## config.mk

```make
export PLATFORM = sky130hd
export DESIGN_NAME = instr_ctrl
export DESIGN_NICKNAME = d
export VERILOG_FILES = /design/src/rtl/instr_ctrl.sv
export SDC_FILE = /design/constraint.sdc
export NUM_CORES = 1
export LEC_CHECK = 0
export BUFFER_PORTS_ARGS = -buffer_cell sky130_fd_sc_hd__buf_4
export CORE_MARGIN = 5
export CORE_UTILIZATION = 55
export CTS_BUF_LIST = sky130_fd_sc_hd__clkbuf_2 sky130_fd_sc_hd__clkbuf_4 sky130_fd_sc_hd__clkbuf_8
export CTS_CLUSTER_DIAMETER = 200
export DETAILED_ROUTE_END_ITERATION = 7
export PLACE_DENSITY = 0.93
export SLEW_MARGIN = 20
export SYNTH_ARGS = -nofsm -noshare
export SYNTH_HDL_FRONTEND = slang
export SYNTH_SLANG_ARGS = --single-unit
```

## constraint.sdc

```tcl
create_clock -name clk -period 4 [get_ports clk]
set_input_delay 0.8 -clock clk [delete_from_list [all_inputs] [get_ports clk]]
set_output_delay 0.8 -clock clk [all_outputs]
set_load 0.01 [all_outputs]
```

## src/rtl/instr_ctrl.sv

```systemverilog
// instr_ctrl: fetches 16-bit instruction words over a req/ack port and decodes them for DataPath.
// Optional macro INSTR_CTRL_ILLEGAL_TRAP_EN: undefined opcodes halt the core instead of executing as NOP.

package alu;
  typedef enum logic [1:0] {
    ADD = 2'd0,
    SUB = 2'd1,
    AND = 2'd2,
    OR  = 2'd3
  } AluCmd;
endpackage

package ctrl;
  typedef struct packed {
    logic reg_wr_en;
    logic dst_in_sel;
  } CtrlSig;
endpackage

module instr_ctrl #(
  parameter int unsigned     PC_W     = 8,
  parameter logic [PC_W-1:0] RESET_PC = {PC_W{1'b0}}
) (
  input  logic              clk,
  input  logic              rst,
  input  logic              start,
  output logic              imem_req,
  output logic [PC_W-1:0]   imem_addr,
  input  logic              imem_ack,
  input  logic [15:0]       imem_data,
  output logic [11:0]       operands,
  output alu::AluCmd        alu_cmd,
  output ctrl::CtrlSig      ctrl_sig,
  output logic              busy,
  output logic              halted,
  output logic              illegal
);

  typedef enum logic [1:0] {
    IDLE  = 2'd0,
    FETCH = 2'd1,
    EXEC  = 2'd2,
    HALT  = 2'd3
  } state_t;

  localparam logic [PC_W-1:0] PC_STEP = PC_W'(1'b1);

  state_t          state_r, state_s;
  logic [PC_W-1:0] pc_r, pc_s;
  logic [11:0]     operands_r, operands_s;
  alu::AluCmd      alu_cmd_r, alu_cmd_s;
  logic            wr_en_r, wr_en_s;
  logic            sel_r, sel_s;
  logic            illegal_r, illegal_s;
  logic            halt_op_r, halt_op_s;
  logic            req_r;
  logic            busy_r;
  logic            halted_r;

  // Next-state, PC update and instruction decode
  always_comb begin
    state_s    = state_r;
    pc_s       = pc_r;
    operands_s = operands_r;
    alu_cmd_s  = alu_cmd_r;
    sel_s      = sel_r;
    wr_en_s    = 1'b0;
    illegal_s  = illegal_r;
    halt_op_s  = halt_op_r;
    case (state_r)
      IDLE, HALT: begin
        if (start) begin
          state_s   = FETCH;
          pc_s      = RESET_PC;
          illegal_s = 1'b0;
        end else begin
          state_s = state_r;
        end
      end
      FETCH: begin
        if (imem_ack) begin
          state_s    = EXEC;
          operands_s = imem_data[11:0];
          halt_op_s  = 1'b0;
          // Decoded values are captured here so EXEC drives them straight from registers
          case (imem_data[15:12])
            4'h0: wr_en_s = 1'b0;
            4'h1: begin
              wr_en_s = 1'b1;
              sel_s   = 1'b1;
            end
            4'h2: begin
              wr_en_s   = 1'b1;
              sel_s     = 1'b0;
              alu_cmd_s = alu::ADD;
            end
            4'h3: begin
              wr_en_s   = 1'b1;
              sel_s     = 1'b0;
              alu_cmd_s = alu::SUB;
            end
            4'h4: begin
              wr_en_s   = 1'b1;
              sel_s     = 1'b0;
              alu_cmd_s = alu::AND;
            end
            4'h5: begin
              wr_en_s   = 1'b1;
              sel_s     = 1'b0;
              alu_cmd_s = alu::OR;
            end
            4'hF: halt_op_s = 1'b1;
            default: begin
              illegal_s = 1'b1;
`ifdef INSTR_CTRL_ILLEGAL_TRAP_EN
              halt_op_s = 1'b1;
`else
              halt_op_s = 1'b0;
`endif
            end
          endcase
        end else begin
          state_s = FETCH;
        end
      end
      EXEC: begin
        if (halt_op_r) begin
          state_s = HALT;
        end else begin
          state_s = FETCH;
          pc_s    = pc_r + PC_STEP;
        end
      end
      default: state_s = IDLE;
    endcase
  end

  // State, PC and output registers; status outputs are registered from the next state
  always_ff @(posedge clk or posedge rst) begin
    if (rst) begin
      state_r    <= IDLE;
      pc_r       <= RESET_PC;
      operands_r <= 12'h000;
      alu_cmd_r  <= alu::ADD;
      wr_en_r    <= 1'b0;
      sel_r      <= 1'b0;
      illegal_r  <= 1'b0;
      halt_op_r  <= 1'b0;
      req_r      <= 1'b0;
      busy_r     <= 1'b0;
      halted_r   <= 1'b0;
    end else begin
      state_r    <= state_s;
      pc_r       <= pc_s;
      operands_r <= operands_s;
      alu_cmd_r  <= alu_cmd_s;
      wr_en_r    <= wr_en_s;
      sel_r      <= sel_s;
      illegal_r  <= illegal_s;
      halt_op_r  <= halt_op_s;
      req_r      <= (state_s == FETCH);
      busy_r     <= (state_s == FETCH) || (state_s == EXEC);
      halted_r   <= (state_s == HALT);
    end
  end

  assign imem_req  = req_r;
  assign imem_addr = pc_r;
  assign operands  = operands_r;
  assign alu_cmd   = alu_cmd_r;
  assign ctrl_sig  = '{reg_wr_en: wr_en_r, dst_in_sel: sel_r};
  assign busy      = busy_r;
  assign halted    = halted_r;
  assign illegal   = illegal_r;

endmodule

```

==> summary.md, run 1 <==
| Metric | Value |
|---|---|
| Outcome | `finished clean` |
| Fmax | `437 MHz` |
| Final nets | `198` |
| Clock Skew | `3.38 ps` |
| Unique masters post-synth | `27` |
| CTS tree | `done` |
| Root buf cell | `clkbuf_4` |
| Tot Pwr | `1.21 mW` |
| Worst Path Max Fanout | `16` |
| Critical path class | `reg -> reg` |
| VDD IR-drop max | `0.589 mV` |
| Net Count, Synth | `150` |
| Number of remaining DRC errors | `0` |
| Syn_area_per_cell | `11.2 µm²` |
| Main combinational cell family by area after synthesis | `simple AND/OR/NAND/NOR gates` |
| Fraction of layout cells with a size suffix above 1 | `0.414` |
| Yosys Warn Count | `0` |
| Hold_sp | `alu_cmd[0]` |
| # setup viols final | `0` |
| Mux cell area share after synthesis | `0.113` |
| Clock latency on the worst-skew pair | `330 ps` |
| Number of global-route vias before repair | `1,129` |
| Die width | `60.4 µm` |
| IO buf count | `47` |
| # Post-CTS Setup Buffers | `0` |
| Seq/Total Area, Yosys | `0.555` |
| Final Wtd Congestion | `0.773` |
| Mapped Cells | `125` |
| Hold WC Path Type | `reg -> reg` |
| CTS Buf Count | `5` |
| Asr flop ratio synth | `1.00` |
| Clk slew on worst S/H paths | `90 ps` |
| Least-Margin Pin Slew | `645 ps` |
| Reg-to-Reg Start | `state_r[0]` |
| Worst slack at placement | `1700 ps` |
| Number of I/O pins | `48` |
| Mapped cell area | `0.00140 mm²` |
| Area delta synth->final | `30.9%` |
| Resize count post-CTS | `0` |
| Synth Area in Compound Gates | `0.0931` |
| ANT nets after route | `0` |
| Pleak | `0.899 nW` |
| Die height | `60.4 µm` |
| Unrepaired setup endpoints after global routing | `false` |
| Post-synthesis xor/xnor area fraction | `0.00627` |
| Flops & latches, synth | `31` |
| Number of synthesized flops with an enable pin | `0` |
| Most common cell after layout, fill and taps aside | `buf_4` |
| CP Capture Type | `flip-flop` |
| CTS max path bufs | `2` |
| Post-Layout Cell Count | `204` |
| Count of clock tree sinks | `31` |
| Pwr dens | `659 mW/mm²` |
| Initial antenna violation count | `0` |
| Most frequent cells in the layout | `buf_4, dfrtp_1, nand2_1, mux2_2, a21oi_1` |
| Drt pass-1 iters | `4` |
| Drt wl/cell | `14.3 µm` |
| Post-synth top area cell | `dfrtp_1` |
| Detailed Route WL | `2910 µm` |
| Die ar. | `0.00365 mm²` |
| Final worst path period need | `2290 ps` |
| Period utilisation layout | `0.572` |
| Vias per cell | `5.46` |
| First-pass GRT wire length | `4830 µm` |
| # placed instances | `196` |
| # Max-Cap Violations | `0` |
| CP Launch Type | `flip-flop` |
| Setup TNS | `0 ps` |
| Pin count of the biggest net entering global routing | `32` |
| Grt total ovfl | `0` |
| H-tree depth | `2` |
| Simple-gate portion of the synthesized area | `0.150` |
| Vias | `1,113` |
| Synth Flop Type | `dfrtp_1` |
| GRT Util Overall | `0.183` |
| Crit path arrival time | `2550 ps` |
| Fin. max-slew vios | `0` |
| DRT iter0 DRCs | `37` |
| Max-Slew Margin vs Limit | `0.569` |
| Ranking of synthesized cells by area | `dfrtp_1, mux2_2, ha_1` |
| Hold_buf cts | `0` |
| Setup slack after layout | `1710 ps` |
| Synth Area in Adders | `0.0448` |
| DP HPWL | `2180 µm` |
| CP required | `4260 ps` |
| CORE AREA | `0.00245 mm²` |
| Starting Density | `0.569` |
| CP startpoint | `state_r[0]` |
| Num rows | `18` |
| Post-synth top area share | `0.555` |
| Ant diodes | `0` |
| Final hold violations | `0` |
-- state kept, by name, indices dropped and copies added, names as in the netlist --
signal     count
sel_r          1
alu_cmd        2
state_r        2
busy           1
operands      12
halted         1
illegal        1
imem_req       1
wr_en_r        1
imem_addr      8
halt_op_r      1
-- cell type report --
cell class,count,area [µm²]
fill,166,626
clock buffer,8,72.6
multi-input combinational,82,568
tap,30,37.5
timing repair buffer,47,353
sequential,31,776
inverter,6,22.5
-- kinds of logic after synthesis --
group           after synthesis
buf+inv                      12
simple gates                 40
flops                        31
compound gates               22
fa+ha+maj                     5
xor+xnor                      1
mux                          14
-- Yosys cell counts, drive strengths merged, types with 3 or more instances --
cell / number
dfrtp: 31
mux2: 14
nand2: 14
a21oi: 9
nand3: 7
nor2: 7
inv: 6
o21ai: 6
ha: 5
o31ai: 4
buf: 3
clkbuf: 3
-- per-layer routing --
layer  global-route usage  share of wire  vias to the layer above
li1                     -              -                      539
met1                0.203           0.39                      529
met2                0.289           0.49                       39
met3               0.0894          0.099                        6
met4               0.0991          0.021                        0
met5                    0              0                        -
-- per-stage QoR --
step	hold WS [ps]	util	cell area, µm²
3_3_place_gp	489	0.716	1760
6_report	515	0.745	1830
5_1_grt	533	0.745	1830
2_1_floorplan	479	-	1400
4_1_cts	517	0.745	1830
3_5_place_dp	493	0.716	1760
-- path summary, 6_finish.rpt --
check / end / slack [ps] / depth (start not counted)
setup / recovery: imem_addr[7] / 1710 / 6
hold / removal: alu_cmd[0] / 510 / 1
setup reg to reg: imem_addr[7] / 1710 / 6
hold reg to reg: alu_cmd[0] / 510 / 1
max in group asynchronous: alu_cmd[0] / 3050 / 2
min in group asynchronous: operands[10] / 550 / 2
-- power breakdown --
| group | leakage, nW | switching (mW) | internal [mW] |
|---|---|---|---|
| Combinational | 0.472 | 0.248 | 0.260 |
| Clock | 0.0420 | 0.103 | 0.110 |
| Sequential | 0.385 | 0.0606 | 0.425 |
| Total | 0.899 | 0.411 | 0.795 |
-- worst max-delay path, cell delays in order (launching register included) --
cell and delay (ps):
dfrtp_1 400, inv_1 60, ha_1 360, nor2_1 90, or3b_1 580, or4_1 570, a21oi_1 160
No activity file was read; power rests on OpenSTA's default activity.
==> inputs of run 2 (changes only) <==
--- a/config.mk
+++ b/config.mk
@@ -5,13 +5,14 @@
 export SDC_FILE = /design/constraint.sdc
 export NUM_CORES = 1
 export LEC_CHECK = 0
+export ABC_AREA = 1
 export BUFFER_PORTS_ARGS = -buffer_cell sky130_fd_sc_hd__buf_4
 export CORE_MARGIN = 5
-export CORE_UTILIZATION = 55
+export CORE_UTILIZATION = 52
 export CTS_BUF_LIST = sky130_fd_sc_hd__clkbuf_2 sky130_fd_sc_hd__clkbuf_4 sky130_fd_sc_hd__clkbuf_8
 export CTS_CLUSTER_DIAMETER = 200
 export DETAILED_ROUTE_END_ITERATION = 7
-export PLACE_DENSITY = 0.93
+export PLACE_DENSITY = 0.88
 export SLEW_MARGIN = 20
 export SYNTH_ARGS = -nofsm -noshare
 export SYNTH_HDL_FRONTEND = slang
==> constraint.sdc (replaced) <==
create_clock -name clk -period 2.3 [get_ports clk]
set_input_delay 0.46 -clock clk [delete_from_list [all_inputs] [get_ports clk]]
set_output_delay 0.46 -clock clk [all_outputs]
set_load 0.01 [all_outputs]
==> run 2 against run 1 <==
Effect of this change:
- worst setup slack got worse by 1100 ps
- largest cell class unchanged
- synthesized area rose by 6.2%
- cell area grew 4.5%
- critical path depth grew 3
==> summary.md, run 2 <==
| Metric | Value |
|---|---|
| ANT nets after route | `0 (unchanged)` |
| CTS max path bufs | `2 (unchanged)` |
| Most common cell after layout, fill and taps aside | `nand2_1` |
| Hold_buf cts | `0 (unchanged)` |
| Post-synth top area cell | `dfrtp_1` |
| Grt total ovfl | `0 (unchanged)` |
| CTS Buf Count | `5 (unchanged)` |
| CP Launch Type | `flip-flop` |
| Initial antenna violation count | `0 (unchanged)` |
| Ant diodes | `0 (unchanged)` |
| Vias per cell | `5.00 (-8.3%)` |
| IO buf count | `47 (unchanged)` |
| Register Area | `776 µm² (unchanged)` |
| Pleak | `1.07 nW (+19%)` |
| Ranking of synthesized cells by area | `dfrtp_1, nand2_1, inv_1` |
| Die width | `63.4 µm (+5.0%)` |
| Outcome | `finished clean` |
| Root buf cell | `clkbuf_4` |
| Number of remaining DRC errors | `0 (unchanged)` |
| Net Count, Synth | `201 (+34%)` |
| Tot Pwr | `2.27 mW (+88%)` |
| Flops & latches, synth | `31 (unchanged)` |
| Final worst path period need | `1740 ps (-552 ps)` |
| Final nets | `252 (+27%)` |
| Setup TNS | `0 ps (unchanged)` |
| Number of I/O pins | `48 (unchanged)` |
| Num rows | `19 (+1)` |
| Fraction of layout cells with a size suffix above 1 | `0.304 (-0.110)` |
| Area delta synth->final | `28.8%` |
| DRT iter0 DRCs | `47 (+27%)` |
| DP HPWL | `2410 µm (+11%)` |
| Most frequent cells in the layout | `nand2_1, buf_4, dfrtp_1` |
| Mapped cell area | `0.00148 mm² (+6.2%)` |
| # fillers | `233 (+40%)` |
| CP required | `2520 ps (-1740 ps)` |
| Fmax | `576 MHz (+32%)` |
| Unique masters post-synth | `23 (-15%)` |
| Clock Skew | `8.64 ps (+5.26 ps)` |
| Post-synth top area share | `0.523 (-0.0323)` |
| Asr flop ratio synth | `1.00 (unchanged)` |
| Final hold violations | `0 (unchanged)` |
| Detailed Route WL | `3060 µm (+5.4%)` |
| CTS tree | `done` |
| Mapped Cells | `176 (+41%)` |
| Period utilisation layout | `0.755 (+0.183)` |
| CORE AREA | `0.00276 mm² (+12%)` |
| Drt pass-1 iters | `4 (unchanged)` |
| H-tree depth | `2 (unchanged)` |
| Fin. max-slew vios | `0 (unchanged)` |
| Synth Flop Type | `dfrtp_1` |
| Pwr dens | `1190 mW/mm² (+80%)` |
| Hold WC Path Type | `in -> async` |
| Clk slew on worst S/H paths | `90 ps (about the same)` |
| Least-Margin Pin Slew | `668 ps (+22.5 ps)` |
| Starting Density | `0.538 (-0.0312)` |
| VDD IR-drop max | `0.923 mV (+57%)` |
| Die height | `63.4 µm (+5.0%)` |
| Clock latency on the worst-skew pair | `330 ps (about the same)` |
| Vias | `1,291 (+16%)` |
| Critical path class | `reg -> reg` |
| # setup viols final | `0 (unchanged)` |
| Most instantiated cells after synthesis | `nand2_1, dfrtp_1, inv_1` |
| Unrepaired setup endpoints after global routing | `false` |
| Final Wtd Congestion | `0.794 (+2.7%)` |
| GRT Util Overall | `0.172 (-0.0101)` |
| Max reg flops | `12 (unchanged)` |
| # Max-Cap Violations | `0 (unchanged)` |
| Count leader, synth | `nand2_1` |
| First-pass GRT wire length | `5420 µm (+12%)` |
| Max-Slew Margin vs Limit | `0.554 (-0.0144)` |
| Yosys Warn Count | `0 (unchanged)` |
| CP Capture Type | `flip-flop` |
| # Post-CTS Setup Buffers | `0 (unchanged)` |
| Syn_area_per_cell | `8.43 µm² (-25%)` |
| Seq/Total Area, Yosys | `0.523 (-0.0323)` |
| Pin count of the biggest net entering global routing | `20 (-38%)` |
| Count of clock tree sinks | `31 (unchanged)` |
| Number of global-route vias before repair | `1,265 (+12%)` |
| Die ar. | `0.00402 mm² (+10%)` |
| Worst Path Max Fanout | `18 (+2)` |
| Drt wl/cell | `11.9 µm (-17%)` |
| Crit path arrival time | `1960 ps (-590 ps)` |
| Resize count post-CTS | `0 (unchanged)` |
| Area of the multi-input gates | `584 µm² (+2.9%)` |
| Number of synthesized flops with an enable pin | `0 (unchanged)` |
## run 2: cell types whose count changed in the layout (fill, tap and decap cells not counted), moves of 3 or more
cell and change:
a21oi_1 -5, inv_1 +15, mux2_2 -14, nand2_1 +54, nand2_2 +4, nand4_1 +5
o21ai_1 +3, o31ai_1 -3
## run 2: area by class of cell
type,count,share of cell area
Timing Repair Buffer,49,0.192
Inverter,23,0.0465
Tap cell,31,0.0203
Multi-Input combinational cell,117,0.306
Clock buffer,6,0.0268
Sequential cell,31,0.406
Clock inverter,1,0.00262
## run 2: final timing paths
check | from | endpoint | slack, ps | cells past startpoint
hold reg to reg | operands[5] | operands[5] | 480 | 2
setup / recovery | state_r[1] | busy | 560 | 9
setup reg to reg | state_r[1] | busy | 560 | 9
hold / removal | rst | halt_op_r | 220 | 2
min in group clk | imem_data[10] | operands[10] | 320 | 3
max in group asynchronous | rst | operands[7] | 1480 | 3
## run 2: kinds of logic after synthesis
family          count (synthesis)  synth area share
buf+inv                        28            0.0835
simple gates                   96             0.296
flops                          31             0.523
compound gates                 16            0.0556
fa+ha+maj                       5            0.0422
## run 2: metrics by stage
| step | instances | util | setup slack, ps | hold WS [ps] | instance area, µm² |
|---|---|---|---|---|---|
| global placement | 251 | 0.673 | 628 | 463 | 1860 |
| detailed placement | 251 | 0.673 | 551 | 466 | 1860 |
| global route | 258 | 0.693 | 372 | 271 | 1910 |
| CTS | 258 | 0.693 | 529 | 250 | 1910 |
| finish | 258 | 0.693 | 564 | 223 | 1910 |
| floorplan | 176 | - | 725 | 472 | 1480 |
## run 2: power by group
group | switching (mW) | internal, mW
combinational | 0.659 | 0.462
clock | 0.169 | 0.141
sequential | 0.0987 | 0.743
total | 0.926 | 1.35
## run 2: worst max-delay path, stage by stage (launching register included)
cell	delay [ps]
dfrtp_1	390
inv_1	80
ha_1	200
nand2_2	230
nand2_1	140
nand2_1	50
o21ai_0	150
inv_1	80
ha_1	280
inv_1	40
## run 2: layer usage
metal | GRT usage | up-vias | part of all wire
met3 | 0.0764 | 8 | 0.071
met4 | 0.0727 | 0 | 0.022
met1 | 0.195 | 591 | 0.39
met2 | 0.280 | 43 | 0.51
met5 | 0 | - | 0
li1 | - | 649 | -
==> inputs of run 3 (changes only) <==
--- a/config.mk
+++ b/config.mk
@@ -5,14 +5,14 @@
 export SDC_FILE = /design/constraint.sdc
 export NUM_CORES = 1
 export LEC_CHECK = 0
-export ABC_AREA = 1
+export ABC_AREA = 0
 export BUFFER_PORTS_ARGS = -buffer_cell sky130_fd_sc_hd__buf_4
 export CORE_MARGIN = 5
-export CORE_UTILIZATION = 52
+export CORE_UTILIZATION = 46
 export CTS_BUF_LIST = sky130_fd_sc_hd__clkbuf_2 sky130_fd_sc_hd__clkbuf_4 sky130_fd_sc_hd__clkbuf_8
 export CTS_CLUSTER_DIAMETER = 200
 export DETAILED_ROUTE_END_ITERATION = 7
-export PLACE_DENSITY = 0.88
+export PLACE_DENSITY = 0.83
 export SLEW_MARGIN = 20
 export SYNTH_ARGS = -nofsm -noshare
 export SYNTH_HDL_FRONTEND = slang
==> constraint.sdc (replaced) <==
create_clock -name clk -period 1.56 [get_ports clk]
set_input_delay 0.312 -clock clk [delete_from_list [all_inputs] [get_ports clk]]
set_output_delay 0.312 -clock clk [all_outputs]
set_load 0.01 [all_outputs]
==> run 3 against run 2 <==
Effect of this change:
- largest power group unchanged
- worst setup slack got worse by 900 ps
- global-route usage is 0.63 points lower
- count of clock-buffer cells in the layout rose by 2
- combinational power is 68% higher
- critical path type unchanged
- register-to-register slack lost 900 ps
- final cell count fell by 14%
- clock power is 77% higher
- first-iteration DRC count rose by 55%
- cell area is 9.4% higher
- the run now ends with setup timing left
==> summary.md, run 3 (synthesized netlist as in run 1, its figures left out) <==
| Metric | Value |
|---|---|
| Outcome | `finished, violations left` |
| Failing checks | `setup timing` |
| Most frequent cells in the layout | `buf_4, dfrtp_1, mux2_2` |
| Worst Setup EP | `imem_addr[6]` |
| Vias | `1,213 (-6.0%)` |
| Drt wl/cell | `14.6 µm (+23%)` |
| Clock latency on the worst-skew pair | `320 ps (about the same)` |
| Vias per cell | `5.44 (+8.7%)` |
| Top delay family on crit path | `simple AND/OR/NAND/NOR gates` |
| DRT iter0 DRCs | `73 (+55%)` |
| Crit-path slowest cell | `or4_4` |
| Final nets | `214 (-15%)` |
| Clk slew on worst S/H paths | `90 ps (about the same)` |
| CTS Buf Count | `5 (unchanged)` |
| Setup slack after layout | `-340 ps (-904 ps)` |
| # Max-Cap Violations | `0 (unchanged)` |
| Worst Path Max Fanout | `5 (-13)` |
| GRT Util Overall | `0.166 (-0.00633)` |
| Pin count of the biggest net entering global routing | `32 (+60%)` |
| CTS max path bufs | `2 (unchanged)` |
| Hold_buf cts | `0 (unchanged)` |
| Die height | `65.1 µm (+2.7%)` |
| Ant diodes | `0 (unchanged)` |
| CORE AREA | `0.00298 mm² (+8.0%)` |
| Pwr dens | `1760 mW/mm² (+48%)` |
| Area of the multi-input gates | `694 µm² (+19%)` |
| Initial antenna violation count | `0 (unchanged)` |
| Tot Pwr | `3.68 mW (+62%)` |
| Worst slack at placement | `-423 ps (-975 ps)` |
| Clk pwr share | `0.149 (+0.013)` |
| DP Area | `0.00187 mm² (+0.54%)` |
| Num rows | `20 (+1)` |
| Internal cell power | `2.40 mW (+78%)` |
| CP required | `1820 ps (-700 ps)` |
| VDD IR-drop max | `0.971 mV (+5.2%)` |
| Final Wtd Congestion | `0.816 (+2.8%)` |
| Least-Margin Pin Slew | `394 ps (-274 ps)` |
| Area delta synth->final | `49.7%` |
| Pleak | `1.00 nW (-6.0%)` |
| CP startpoint | `state_r[1]` |
| Unrepaired setup endpoints after global routing | `true` |
| Final worst path period need | `1900 ps (+164 ps)` |
| Max reg flops | `12 (unchanged)` |
| Worst path bufs/invs | `0 (-3)` |
| Drt pass-1 iters | `4 (unchanged)` |
| Fraction of layout cells with a size suffix above 1 | `0.574 (+0.270)` |
| Grt total ovfl | `0 (unchanged)` |
| Net Sw Frac | `0.349 (-0.0588)` |
| H-tree depth | `2 (unchanged)` |
| # setup viols final | `8 (+8)` |
| Switching pwr | `1.28 mW (+39%)` |
| Cell Chain, Critical Path | `ha_4 -> nor2b_4 -> or3b_4 -> or4_4 -> a21oi_2` |
| Stages on worst setup path | `5 (-4)` |
| Crit path arrival time | `2160 ps (+200 ps)` |
| CTS tree | `done` |
| Flop pwr share | `0.342 (-0.028)` |
| CP Capture Type | `flip-flop` |
| Critical path class | `reg -> reg` |
| Reg-to-Reg Start | `state_r[1]` |
| Detailed Route WL | `3260 µm (+6.3%)` |
| Register Area | `776 µm² (unchanged)` |
| Root buf cell | `clkbuf_4` |
| Clock Skew | `4.14 ps (-4.50 ps)` |
| # placed instances | `211 (-16%)` |
| First-pass GRT wire length | `5350 µm (-1.1%)` |
| IO buf count | `47 (unchanged)` |
| Gate power share | `0.510 (+0.017)` |
| Starting Density | `0.469 (-0.0688)` |
| Max-Slew Margin vs Limit | `0.738 (+0.183)` |
| Fin. max-slew vios | `0 (unchanged)` |
| Final Cell Area | `0.00209 mm² (+9.4%)` |
| # fillers | `228 (-2.1%)` |
| Die ar. | `0.00424 mm² (+5.4%)` |
| Most common cell after layout, fill and taps aside | `buf_4` |
| Worst r2r dst | `imem_addr[6]` |
| Reg2Reg Setup Slack | `-340 ps (-900 ps)` |
| Count of clock tree sinks | `31 (unchanged)` |
| Post-Layout Cell Count | `223 (-14%)` |
| Reg2reg path depth | `5 (-4)` |
| Fmax | `526 MHz (-8.6%)` |
| CP Launch Type | `flip-flop` |
| Hold WC Path Type | `in -> async` |
| Number of global-route vias before repair | `1,222 (-3.4%)` |
| Number of I/O pins | `48 (unchanged)` |
| ANT nets after route | `0 (unchanged)` |
| Max incr delay on CP | `490 ps (+100 ps)` |
| DP HPWL | `2340 µm (-3.2%)` |
| Die width | `65.1 µm (+2.7%)` |
| Final hold violations | `0 (unchanged)` |
| Period utilisation layout | `1.22 (+0.463)` |
| Number of remaining DRC errors | `0 (unchanged)` |
## run 3: changes by cell type in the layout (fill, tap and decap cells not counted), moves of 3 or more
cell and change:
o21ai_0 -7, a21oi_2 +3, nand2_1 -57, buf_4 +10, inv_1 -16, nand4_1 -5
o31ai_2 +3, mux2_2 +14
## run 3: cell type report
class / instances / area share
sequential: 31 / 0.371
multi-input combinational: 83 / 0.332
timing repair buffer: 62 / 0.232
clock buffer: 8 / 0.0347
tap: 33 / 0.0197
inverter: 6 / 0.0108
## run 3: repair_timing
action,in CTS,in global routing
gates cloned,1,0
buffers inserted,2,1
gates resized for setup,15,17
setup endpoints to repair,21,26
pin swaps,5,0
## run 3: power by group through the flow
stage               combinational (mW)  sequential [mW]  clock [mW]
finish                            1.88             1.26       0.548
global route                      2.06             1.30       0.614
CTS                               1.71             1.26       0.565
detailed placement                1.53             1.26           0
global placement                  1.47             1.25           0
floorplan                        0.720             1.36           0
## run 3: worst min-delay path by stage
stage          from            to  slack (ps)  cells after the start
2_1_floorplan   rst    alu_cmd[0]         420                      1
3_3_place_gp    rst  imem_addr[7]         410                      3
3_5_place_dp    rst  imem_addr[7]         420                      3
4_1_cts         rst    alu_cmd[0]          60                      3
5_1_grt         rst    alu_cmd[0]          80                      3
6_report        rst       wr_en_r          60                      3
## run 3: worst min-delay path: stages
cell	delay, ps
buf_4	100
inv_1	40
buf_4	350
## run 3: routing by layer
layer	routed length [µm]	GRT usage
met1	1300	0.200
met2	1530	0.263
met3	353	0.0821
met4	70	0.0492
met5	0	0
## run 3: per-stage QoR
stage,setup TNS [ps],hold WS (ps),utilization
after floorplan,-1700,416,-
after global placement,-1800,414,0.626
after detailed placement,-2590,424,0.626
after CTS,-1930,61.5,0.675
after global routing,-2580,82.2,0.703
final,-1990,58.2,0.703
